[src/rtl/clint_pkg.sv]
// clint_pkg: register offsets, AXI response codes and FSM state types for axi_clint_timer
package clint_pkg;
    localparam logic [15:0] CLINT_MSIP_OFF     = 16'h0000;
    localparam logic [15:0] CLINT_MTIMECMP_OFF = 16'h4000;
    localparam logic [15:0] CLINT_MTIME_OFF    = 16'hBFF8;
    localparam logic [63:0] MTIMECMP_RST       = '1;
    localparam logic [1:0]  RESP_OKAY          = 2'b00;
    localparam logic [1:0]  RESP_SLVERR        = 2'b10;
    localparam logic [1:0]  RESP_DECERR        = 2'b11;
    typedef enum logic [2:0] {W_IDLE, W_WAIT_W, W_WAIT_AW, W_DATA, W_RESP} clint_wr_state_t;
    typedef enum logic {R_IDLE, R_RESP} clint_rd_state_t;
endpackage

[src/rtl/clint_tick_gen.sv]
// clint_tick_gen: prescaler that pulses tick_o once every PRESCALE clock cycles
module clint_tick_gen #(
    parameter int PRESCALE = 1
) (
    input  logic clk_i,
    input  logic rstn_i,
    output logic tick_o
);
    if (PRESCALE < 1) begin : g_chk
        $error("PRESCALE must be >= 1");
    end
    if (PRESCALE == 1) begin : g_always
        logic unused_in;
        assign unused_in = clk_i ^ rstn_i;
        assign tick_o = 1'b1;
    end else begin : g_cnt
        localparam int CW = $clog2(PRESCALE);
        logic [CW-1:0] cnt;
        assign tick_o = cnt == CW'(PRESCALE - 1);
        always_ff @(posedge clk_i or negedge rstn_i)
            if (!rstn_i) cnt <= '0;
            else cnt <= tick_o ? '0 : cnt + CW'(1);
    end
endmodule

[src/rtl/axi_clint_timer.sv]
// axi_clint_timer: AXI4 slave CLINT subset (mtime/mtimecmp, optional msip) driving timer/soft IRQs.
// Define CLINT_MSIP_EN to implement msip at offset 0x0000; otherwise that offset decodes as unmapped.
module axi_clint_timer
    import clint_pkg::*;
#(
    parameter int AXI_ADDR_WIDTH = 64,
    parameter int AXI_DATA_WIDTH = 64,
    parameter int AXI_ID_WIDTH   = 6,
    parameter int AXI_USER_WIDTH = 11,
    parameter int PRESCALE       = 1
) (
    input  logic                        clk_i,
    input  logic                        rstn_i,
    input  logic [AXI_ID_WIDTH-1:0]     axi_awid,
    input  logic [AXI_ADDR_WIDTH-1:0]   axi_awaddr,
    input  logic [7:0]                  axi_awlen,
    input  logic                        axi_awvalid,
    output logic                        axi_awready,
    input  logic [AXI_DATA_WIDTH-1:0]   axi_wdata,
    input  logic [AXI_DATA_WIDTH/8-1:0] axi_wstrb,
    input  logic                        axi_wlast,
    input  logic                        axi_wvalid,
    output logic                        axi_wready,
    output logic [AXI_ID_WIDTH-1:0]     axi_bid,
    output logic [1:0]                  axi_bresp,
    output logic [AXI_USER_WIDTH-1:0]   axi_buser,
    output logic                        axi_bvalid,
    input  logic                        axi_bready,
    input  logic [AXI_ID_WIDTH-1:0]     axi_arid,
    input  logic [AXI_ADDR_WIDTH-1:0]   axi_araddr,
    input  logic [7:0]                  axi_arlen,
    input  logic                        axi_arvalid,
    output logic                        axi_arready,
    output logic [AXI_ID_WIDTH-1:0]     axi_rid,
    output logic [AXI_DATA_WIDTH-1:0]   axi_rdata,
    output logic [1:0]                  axi_rresp,
    output logic                        axi_rlast,
    output logic [AXI_USER_WIDTH-1:0]   axi_ruser,
    output logic                        axi_rvalid,
    input  logic                        axi_rready,
    output logic [63:0]                 time_o,
    output logic                        time_irq_o,
    output logic                        soft_irq_o
);
    if (AXI_DATA_WIDTH != 64) begin : g_dw_chk
        $error("axi_clint_timer supports only AXI_DATA_WIDTH == 64");
    end
`ifdef CLINT_MSIP_EN
    localparam logic MSIP_EN = 1'b1;
`else
    localparam logic MSIP_EN = 1'b0;
`endif

    clint_wr_state_t         wst;
    clint_rd_state_t         rst_q;
    logic [AXI_ID_WIDTH-1:0] aw_id;
    logic [12:0]             aw_sel, wr_sel, rd_sel;
    logic [63:0]             w_data, wr_data, rd_val;
    logic [7:0]              w_strb, wr_strb, r_len, r_cnt;
    logic [63:0]             mtime, mtimecmp, mtime_inc, mtime_nxt, cmp_nxt;
    logic                    msip, msip_nxt, time_irq, soft_irq, tick, wr_go, aw_burst;
    logic                    unused_addr;

    function automatic logic mapped(input logic [12:0] sel);
        return sel == CLINT_MTIME_OFF[15:3] || sel == CLINT_MTIMECMP_OFF[15:3] ||
               (MSIP_EN && sel == CLINT_MSIP_OFF[15:3]);
    endfunction

    clint_tick_gen #(.PRESCALE(PRESCALE)) u_tick (.clk_i(clk_i), .rstn_i(rstn_i), .tick_o(tick));

    assign unused_addr = ^{axi_awaddr[AXI_ADDR_WIDTH-1:16], axi_awaddr[2:0],
                           axi_araddr[AXI_ADDR_WIDTH-1:16], axi_araddr[2:0]};
    assign axi_awready = wst == W_IDLE || wst == W_WAIT_AW;
    assign axi_wready  = wst == W_IDLE || wst == W_WAIT_W || wst == W_DATA;
    assign axi_bvalid  = wst == W_RESP;
    assign axi_bid     = aw_id;
    assign axi_buser   = '0;
    assign axi_arready = rst_q == R_IDLE;
    assign axi_rvalid  = rst_q == R_RESP;
    assign axi_rlast   = r_cnt == r_len;
    assign axi_ruser   = '0;
    assign aw_burst    = axi_awvalid && axi_awready && axi_awlen != 8'd0;
    assign time_o      = mtime;
    assign time_irq_o  = time_irq;
    assign soft_irq_o  = MSIP_EN & soft_irq;

    // A register write fires on whichever edge completes the AW/W pair of a single-beat transfer
    always_comb begin
        wr_go   = 1'b0;
        wr_sel  = aw_sel;
        wr_data = w_data;
        wr_strb = w_strb;
        if (wst == W_IDLE && axi_awvalid && axi_wvalid && axi_awlen == 8'd0) begin
            wr_go   = 1'b1;
            wr_sel  = axi_awaddr[15:3];
            wr_data = axi_wdata;
            wr_strb = axi_wstrb;
        end else if (wst == W_WAIT_W && axi_wvalid) begin
            wr_go   = 1'b1;
            wr_data = axi_wdata;
            wr_strb = axi_wstrb;
        end else if (wst == W_WAIT_AW && axi_awvalid && axi_awlen == 8'd0) begin
            wr_go   = 1'b1;
            wr_sel  = axi_awaddr[15:3];
        end
    end

    // Written byte lanes override; unwritten mtime lanes still advance with the tick
    always_comb begin
        mtime_inc = mtime + {63'd0, tick};
        for (int i = 0; i < 8; i++) begin
            mtime_nxt[i*8+:8] = wr_go && wr_sel == CLINT_MTIME_OFF[15:3] && wr_strb[i] ?
                                wr_data[i*8+:8] : mtime_inc[i*8+:8];
            cmp_nxt[i*8+:8]   = wr_go && wr_sel == CLINT_MTIMECMP_OFF[15:3] && wr_strb[i] ?
                                wr_data[i*8+:8] : mtimecmp[i*8+:8];
        end
        msip_nxt = MSIP_EN && wr_go && wr_sel == CLINT_MSIP_OFF[15:3] && wr_strb[0] ? wr_data[0] : msip;
    end

    always_comb begin
        rd_sel = axi_araddr[15:3];
        rd_val = rd_sel == CLINT_MTIME_OFF[15:3]    ? mtime :
                 rd_sel == CLINT_MTIMECMP_OFF[15:3] ? mtimecmp :
                 MSIP_EN && rd_sel == CLINT_MSIP_OFF[15:3] ? {63'd0, msip} : 64'd0;
    end

    always_ff @(posedge clk_i or negedge rstn_i)
        if (!rstn_i) begin
            mtime    <= '0;
            mtimecmp <= MTIMECMP_RST;
            msip     <= 1'b0;
            time_irq <= 1'b0;
            soft_irq <= 1'b0;
        end else begin
            mtime    <= mtime_nxt;
            mtimecmp <= cmp_nxt;
            msip     <= msip_nxt;
            time_irq <= mtime >= mtimecmp;
            soft_irq <= msip;
        end

    always_ff @(posedge clk_i or negedge rstn_i)
        if (!rstn_i) begin
            wst       <= W_IDLE;
            aw_id     <= '0;
            aw_sel    <= '0;
            w_data    <= '0;
            w_strb    <= '0;
            axi_bresp <= RESP_OKAY;
        end else begin
            if (wr_go) axi_bresp <= mapped(wr_sel) ? RESP_OKAY : RESP_DECERR;
            else if (aw_burst) axi_bresp <= RESP_SLVERR;
            case (wst)
                W_IDLE:
                    if (axi_awvalid) begin
                        aw_id  <= axi_awid;
                        aw_sel <= axi_awaddr[15:3];
                        wst    <= axi_awlen != 8'd0 ? W_DATA : axi_wvalid ? W_RESP : W_WAIT_W;
                    end else if (axi_wvalid) begin
                        w_data <= axi_wdata;
                        w_strb <= axi_wstrb;
                        wst    <= W_WAIT_AW;
                    end
                W_WAIT_W:  if (axi_wvalid) wst <= W_RESP;
                W_WAIT_AW:
                    if (axi_awvalid) begin
                        aw_id <= axi_awid;
                        wst   <= axi_awlen != 8'd0 ? W_DATA : W_RESP;
                    end
                W_DATA:    if (axi_wvalid && axi_wlast) wst <= W_RESP;
                W_RESP:    if (axi_bready) wst <= W_IDLE;
                default:   wst <= W_IDLE;
            endcase
        end

    // Read data is sampled when AR is accepted; bursts return zero SLVERR beats
    always_ff @(posedge clk_i or negedge rstn_i)
        if (!rstn_i) begin
            rst_q     <= R_IDLE;
            axi_rid   <= '0;
            axi_rdata <= '0;
            axi_rresp <= RESP_OKAY;
            r_len     <= '0;
            r_cnt     <= '0;
        end else if (rst_q == R_IDLE) begin
            if (axi_arvalid) begin
                rst_q     <= R_RESP;
                axi_rid   <= axi_arid;
                r_len     <= axi_arlen;
                r_cnt     <= '0;
                axi_rdata <= axi_arlen != 8'd0 ? 64'd0 : rd_val;
                axi_rresp <= axi_arlen != 8'd0 ? RESP_SLVERR : mapped(rd_sel) ? RESP_OKAY : RESP_DECERR;
            end
        end else if (axi_rready) begin
            r_cnt <= r_cnt + 8'd1;
            if (axi_rlast) rst_q <= R_IDLE;
        end
endmodule

[config.mk]
export PLATFORM = sky130hd
export DESIGN_NAME = axi_clint_timer
export DESIGN_NICKNAME = d
export VERILOG_FILES = /design/src/rtl/clint_pkg.sv /design/src/rtl/clint_tick_gen.sv /design/src/rtl/axi_clint_timer.sv
export SDC_FILE = /design/constraint.sdc
export NUM_CORES = 1
export LEC_CHECK = 0
export ABC_AREA = 0
export BUFFER_PORTS_ARGS = -buffer_cell sky130_fd_sc_hd__buf_2
export CAP_MARGIN = 20
export CORE_ASPECT_RATIO = 0.7
export CORE_UTILIZATION = 39
export CTS_CLUSTER_DIAMETER = 80
export DETAILED_ROUTE_END_ITERATION = 7
export GPL_ROUTABILITY_DRIVEN = 0
export GPL_TIMING_DRIVEN = 0
export HOLD_SLACK_MARGIN = 0.08
export PLACE_DENSITY_LB_ADDON = 0.12
export SLEW_MARGIN = 20
export SYNTH_ARGS = -nofsm -noshare
export SYNTH_HDL_FRONTEND = slang
export SYNTH_SLANG_ARGS = --single-unit
[constraint.sdc]
create_clock -name clk_i -period 5.7 [get_ports clk_i]
set_clock_uncertainty 0.15 [all_clocks]
set_input_delay 0.57 -clock clk_i [delete_from_list [all_inputs] [get_ports clk_i]]
set_output_delay 0.57 -clock clk_i [all_outputs]
set_load 0.03 [all_outputs]
# ---- Word level (Yosys, flattened, before mapping)
# Index checks and enable logic that the tools add are counted.
dict set report classes {
  add_sub_neg 2
  multipliers 0
  n_div 0
  order_cmp 1
  eq_ne 15
  shift 0
  n_mux 43
  bitwise_logic 2
  reduce_logical 45
}
# operator n
set ops {}
lappend ops {{$mux 64} 5}
lappend ops {{$mux 8} 13}
lappend ops {{$add 64x1->64 const B} 1}
lappend ops {{$ge 64x64->1} 1}
lappend ops {{$mux 13} 3}
lappend ops {{$logic_and 1x1->1} 27}
lappend ops {{$mux 3} 9}
lappend ops {{$eq 13x12->1 const B} 2}
lappend ops {{$eq 13x13->1 const B} 2}
lappend ops {{$reduce_bool 8->1} 2}
lappend ops {{$pmux 3 s5} 1}
lappend ops {{$mux 2} 5}
lappend ops {{$add 8x1->8 const B} 1}
lappend ops {{$eq 8x8->1} 1}
lappend ops {{$logic_not 8->1} 1}
lappend ops {{$reduce_and 2->1} 4}
lappend ops {{$mux 1} 7}
lappend ops {{$eq 3x2->1 const B} 2}
lappend ops {{$ne 2x2->1 const B} 3}
lappend ops {{$logic_or 1x1->1} 5}
lappend ops {{$reduce_and 5->1} 1}
lappend ops {{$ne 2x1->1 const B} 2}
lappend ops {{$reduce_bool 2->1} 2}
lappend ops {{$eq 3x1->1 const B} 1}
lappend ops {{6 further kinds} 7}
dict set report word_totals {
  ff_bits 314
  latchBits 0
  ram_bits 0
  romBits 0
  input_bits 236
  output_inout_bits 174
  wordCells 130
  mem_count 0
}

# ---- Logic depth before layout (Yosys ltp)
dict set report logic_depth {
  word_depth 10
  ltp_mapped 9
  mapped_depth_nobuf 8
}

# ---- Hierarchy
# Synthesis repeated with hierarchy kept, for this count alone.
dict set report unflattened {
  cells_unflattened 1572
  hier_area_um2 16588.4
}
# module instances cells_each area_each_um2
set by_module_without_submodules {}
lappend by_module_without_submodules {axi_clint_timer 1 1570 16577.1}
lappend by_module_without_submodules {clint_tick_gen 1 2 11.3}

# ---- Least setup slack after synthesis
# Ideal clock, no wire load.
dict set report synth_timing {
  kind {input to register}
  start {input port axi_awlen[1]}
  end {register mtime[12], in the netlist time_o[12]}
  t_arrival_ps 2076
  slack_ps 3346
  stages 7
  n_path_buf 2
  path_cell_list {nor4_2 a31oi_1 nor2_1 buf_4 clkbuf_4 mux2i_1 a21oi_1}
}
dict set report synth_via {
  elab_chain_len 9
  elab_cells_between_ends 15
}
# item line_no
set synth_lines {}
lappend synth_lines {{start: declaration} axi_clint_timer.sv:16} ;# input logic [7:0] axi_awlen,
lappend synth_lines {{$logic_not 8->1 (*)} {axi_clint_timer.sv:93, axi_clint_timer.sv:102}}
lappend synth_lines {{$logic_and 1x1->1} axi_clint_timer.sv:102} ;# end else if (wst == W_WAIT_AW && axi_awvalid && axi_awlen == 8'd0) begin
lappend synth_lines {{$mux 13} axi_clint_timer.sv:102}
lappend synth_lines {{$mux 13} axi_clint_timer.sv:98} ;# end else if (wst == W_WAIT_W && axi_wvalid) begin
lappend synth_lines {{$mux 13} axi_clint_timer.sv:93} ;# if (wst == W_IDLE && axi_awvalid && axi_wvalid && axi_awlen == 8'd0) begin
lappend synth_lines {{$eq 13x13->1} axi_clint_timer.sv:112} ;# mtime_nxt[i*8+:8] = wr_go && wr_sel == CLINT_MTIME_OFF[15:3] && wr_strb[i] ?
lappend synth_lines {{$logic_and 1x1->1 (2 in series)} axi_clint_timer.sv:112}
lappend synth_lines {{$mux 8 (*)} axi_clint_timer.sv:112}
lappend synth_lines {{net mtime_nxt[12]} axi_clint_timer.sv:60} ;# logic [63:0] mtime, mtimecmp, mtime_inc, mtime_nxt, cmp_nxt;
lappend synth_lines {{end signal: assignment} axi_clint_timer.sv:135} ;# mtime <= mtime_nxt;
lappend synth_lines {{end: declaration} axi_clint_timer.sv:60}
# The timed path passes the listed nets; every way through them passes the cells marked *.
# A chain may end at the register's enable or synchronous reset.

# ---- Worst setup path in the final report
dict set report layout_timing {
  start {register mtime[0], in the netlist time_o[0]}
  end {register time_irq, in the netlist time_irq_o}
}
dict set report layout_via {
  elab_chain_len 1
}
# item line_no
set layout_lines {}
lappend layout_lines {{$ge 64x64->1} axi_clint_timer.sv:138} ;# time_irq <= mtime >= mtimecmp;
lappend layout_lines {{end signal: assignment} axi_clint_timer.sv:138}
lappend layout_lines {{end: declaration} axi_clint_timer.sv:61} ;# logic msip, msip_nxt, time_irq, soft_irq, tick, wr_go, aw_burst;
# No other way between the ends.

==> impl_metrics.csv <==
group,metric,value,unit
setup_path,crit_chain,"inv_1 -> ha_1 -> nand2b_1 -> a2111o_1 -> a31oi_1 -> o21ai_0 -> a31oi_1 -> o21ai_0",
drt,routed-wl-met2,22.0,mm
cells_and_area,final_layout_size_suffix_gt1_frac,0.329,
logic_synthesis,synth_area,0.0169,sq mm
cells_and_area,syn_to_final_growth,21.1,%
timing,period_minus_slack,2.88,ns
logic_synthesis,yosysTopAreaCellShare,0.370,
logic_synthesis,synth.lib_cells_used.distinct,75,
cells_and_area,design.final.nets,2247,
die,num_io_pins,410,
drt,wl_met1,24.6,mm
die,starting_density_of_the_core,0.398,
clock_network,cts-htree-levels,2,
power,power.ir.vdd_worst,0.258,mV
grt,globalRouteTotalUtil,0.224,
grt,initial_antenna_violation_count,3,
die,rows,63,
clock_network,clock_sink_count,314,
logic_synthesis,avgSynthCellArea,10.6,sq um
placement,dpl.cell_count,2452,
timing,tightestPinTransition,1.00,ns
run_status,outcome,"finished, final reports clean",
logic_synthesis,synth_area_leader,"sky130_fd_sc_hd__dfrtp_1",
logic_synthesis,warning_count_from_the_yosys_run,0,
timing,final_hold_viol_count,0,
clock_network,insertion_delay,0.54,ns
grt,grt_first_pass_wirelength,76.0,mm
logic_synthesis,synth.top_cells.by_count,"sky130_fd_sc_hd__dfrtp_1 (250), sky130_fd_sc_hd__nand2_1 (203), sky130_fd_sc_hd__mux2i_1 (174)",
logic_synthesis,synth_top_flop_cell,"sky130_fd_sc_hd__dfrtp_1",
power,static-leakage-power,8.76,nW
clock_network,max-clock-path-buffers,3,
cells_and_area,instances_no_fill,2528,
setup_path,cpMaxStageDelayCell,"sky130_fd_sc_hd__dfrtp_1",
placement,detailed_placer_s_ending_hpwl,37.3,mm
timing,grt_setup_unrepaired,"false",
drt,wire_per_inst,19.6,microns
die,dieArea,0.0442,sq mm
drt,top_signal_layer_used,"met4",
drt,drt_wl_total,49.5,mm
clock_network,tritoncts.num_buffers,37,
grt,globalRoute.totalOverflow,0,
logic_synthesis,cell_with_the_most_instances_after_synthesis,"sky130_fd_sc_hd__dfrtp_1",
drt,dr_wl_met3,2.09,mm
logic_synthesis,yosys-top-cells-area,"sky130_fd_sc_hd__dfrtp_1 (37%), sky130_fd_sc_hd__mux2i_1 (10%), sky130_fd_sc_hd__dfstp_2 (9.9%)",
job,max-cap-violations,0,
logic_synthesis,synth-async-reset-ratio,1.00,
cells_and_area,finish.instance_area,0.0205,sq mm
timing,slew_headroom,0.330,
logic_synthesis,ys_ff_latch,314,
clock_network,post_cts_buffers,0,
timing,totalNegativeSetupSlack,0,ns
clock_network,cts_tree,"done",
worst_hold_path,worst_hold_check_path_type,"in2reg",
placement,placed_area,0.0192,sq mm
clock_network,cts.clk_slew.worst_paths,0.06,ns
timing,max_clock_freq,347,MHz
clock_network,clockRootBuffer,"sky130_fd_sc_hd__clkbuf_16",
setup_path,critical-path-max-stage-delay,0.51,ns
setup_path,setup.worst_path.class,"reg2reg",
power,power_density,336,mW/mm^2
drt,detailroute.via_count,13000,
logic_synthesis,netlist_instances,1590,
setup_path,cp-end-kind,"flop",
setup_path,critical_path.startpoint_type,"flop",
setup_path,crit_path_arrival_time,3.14,ns
timing,hold-worst-slack,0.108,ns
grt,via_count_of_the_first_global_routing_pass,12900,
cells_and_area,num-fill-cells,4040,
power,totalPowerFinal,6.89,mW
drt,remaining_drc_errors,0,
timing,timing.final.max_slew_violations,0,
timing,timing.final.crit_share,0.505,
timing,count_of_final_setup_violators,0,
worst_hold_path,holdPathStages,3,
die,design.core.area,0.0426,sq mm
die,dieHeight,176,microns
setup_path,timing.reg2reg.worst_path_depth,8,
die,die_w,251,microns
setup_path,data_required_time_of_the_critical_path,5.96,ns
drt,antenna_left,0,
logic_synthesis,synth_enable_flop_cells,0,
drt,vias_per_cell,5.13,
placement,portBuffers,284,
grt,maximum_number_of_pins_on_one_net_before_global_route_repair,87,
setup_path,critical_path_peak_fanout,6,
logic_synthesis,yosysSeqAreaShare,0.469,
drt,detail_route.iter0.violations,805,
drt,detailedRoute.firstPassIterationCount,6,
-- worst max-delay path, delay by kind of cell, from the launching register on --
kind            cells  cell delay (ns)
fa+ha+maj           1             0.28
flops               1             0.51
simple gates        1             0.14
compound gates      5             1.61
buf+inv             1             0.08
-- per-layer routing --
metal | vias up | global-route usage
met5 | - | 0
met4 | 0 | 0.0495
met3 | 56 | 0.0335
met2 | 275 | 0.348
met1 | 6366 | 0.329
li1 | 6275 | -
-- what timing repair did --
item | 4_1_cts | 5_1_grt
hold endpoints to repair | 53 | 0
resized for setup | 0 | 0
setup endpoints to repair | 0 | 0
hold buffers | 6 | 0
-- through the flow --
step / util / worst slack [ns]
final: 0.482 / 2.82
after global routing: 0.482 / 2.71
after CTS: 0.481 / 2.83
after detailed placement: 0.452 / 2.43
after global placement: 0.449 / -2.43
after floorplan: - / 3.35
-- power breakdown --
group          switching [mW]  total (mW)  internal [mW]
clock                   0.978        2.35           1.37
sequential              0.242        2.89           2.65
combinational           0.948        1.65          0.701
total                    2.17        6.89           4.72
-- logic make-up after synthesis --
kind of cell | count (synthesis) | share of synthesized area
and+or+nand+nor | 446 | 0.134
DFF | 314 | 0.469
muxes | 266 | 0.164
AOI/OAI and AO/OA | 257 | 0.0974
buffers and inverters | 173 | 0.0520
xor gates and xnor gates | 67 | 0.0347
adders and majority gates | 66 | 0.0488
other | 1 | 0.000222
-- cell usage in the layout, fill, tap and decap left out, types with 20 or more instances in the layout --
cell	n
sky130_fd_sc_hd__dfstp_2	64
sky130_fd_sc_hd__nand2_1	203
sky130_fd_sc_hd__dfrtp_1	250
sky130_fd_sc_hd__clkbuf_1	33
sky130_fd_sc_hd__nand4_1	45
sky130_fd_sc_hd__inv_1	77
sky130_fd_sc_hd__o21ai_0	86
sky130_fd_sc_hd__nand3_1	34
sky130_fd_sc_hd__clkbuf_16	39
sky130_fd_sc_hd__buf_4	36
sky130_fd_sc_hd__ha_1	66
sky130_fd_sc_hd__mux2_2	92
sky130_fd_sc_hd__o21ai_1	31
sky130_fd_sc_hd__buf_2	313
sky130_fd_sc_hd__xnor2_1	47
sky130_fd_sc_hd__mux2i_1	174
sky130_fd_sc_hd__conb_1	23
sky130_fd_sc_hd__a21oi_1	55
sky130_fd_sc_hd__o21ai_2	28
sky130_fd_sc_hd__xor2_1	20
sky130_fd_sc_hd__nor2_1	54
-- sequential cells by signal (all words and copies together) (netlist names), 8 cells and up --
signal	count
aw_sel	13
axi_rdata	64
mtimecmp	64
r_cnt	8
r_len	8
time_o	64
w_data	64
w_strb	8
-- final timing paths --
check | startpoint | endpoint | slack [ns]
max in group asynchronous | rstn_i | mtimecmp[50]$_DFFE_PN1P_ | 3.82
min in group asynchronous | rstn_i | axi_rdata[8]$_DFFE_PN0P_ | 0.40
setup / recovery | time_o[0]$_DFF_PN0_ | time_irq_o$_DFF_PN0_ | 2.82
setup reg to reg | time_o[0]$_DFF_PN0_ | time_irq_o$_DFF_PN0_ | 2.82
hold / removal | axi_arlen[5] | r_len[5]$_DFFE_PN0P_ | 0.11
hold reg to reg | axi_rid[3]$_DFFE_PN0P_ | axi_rid[3]$_DFFE_PN0P_ | 0.32
-- layout make-up --
type / instances / area (sq um) / area share
multi-input cells: 1125 / 8190 / 0.400
well taps: 552 / 691 / 0.0337
flip-flops and latches: 314 / 7940 / 0.387
repair buffers: 294 / 1600 / 0.0781
inverters: 77 / 289 / 0.0141
clock inverters: 9 / 51.3 / 0.00250
clock buffers: 59 / 1140 / 0.0557
plain buffers: 96 / 592 / 0.0289
diodes: 2 / 5.00 / 0.000244
Power figures use the tool's default switching activity.
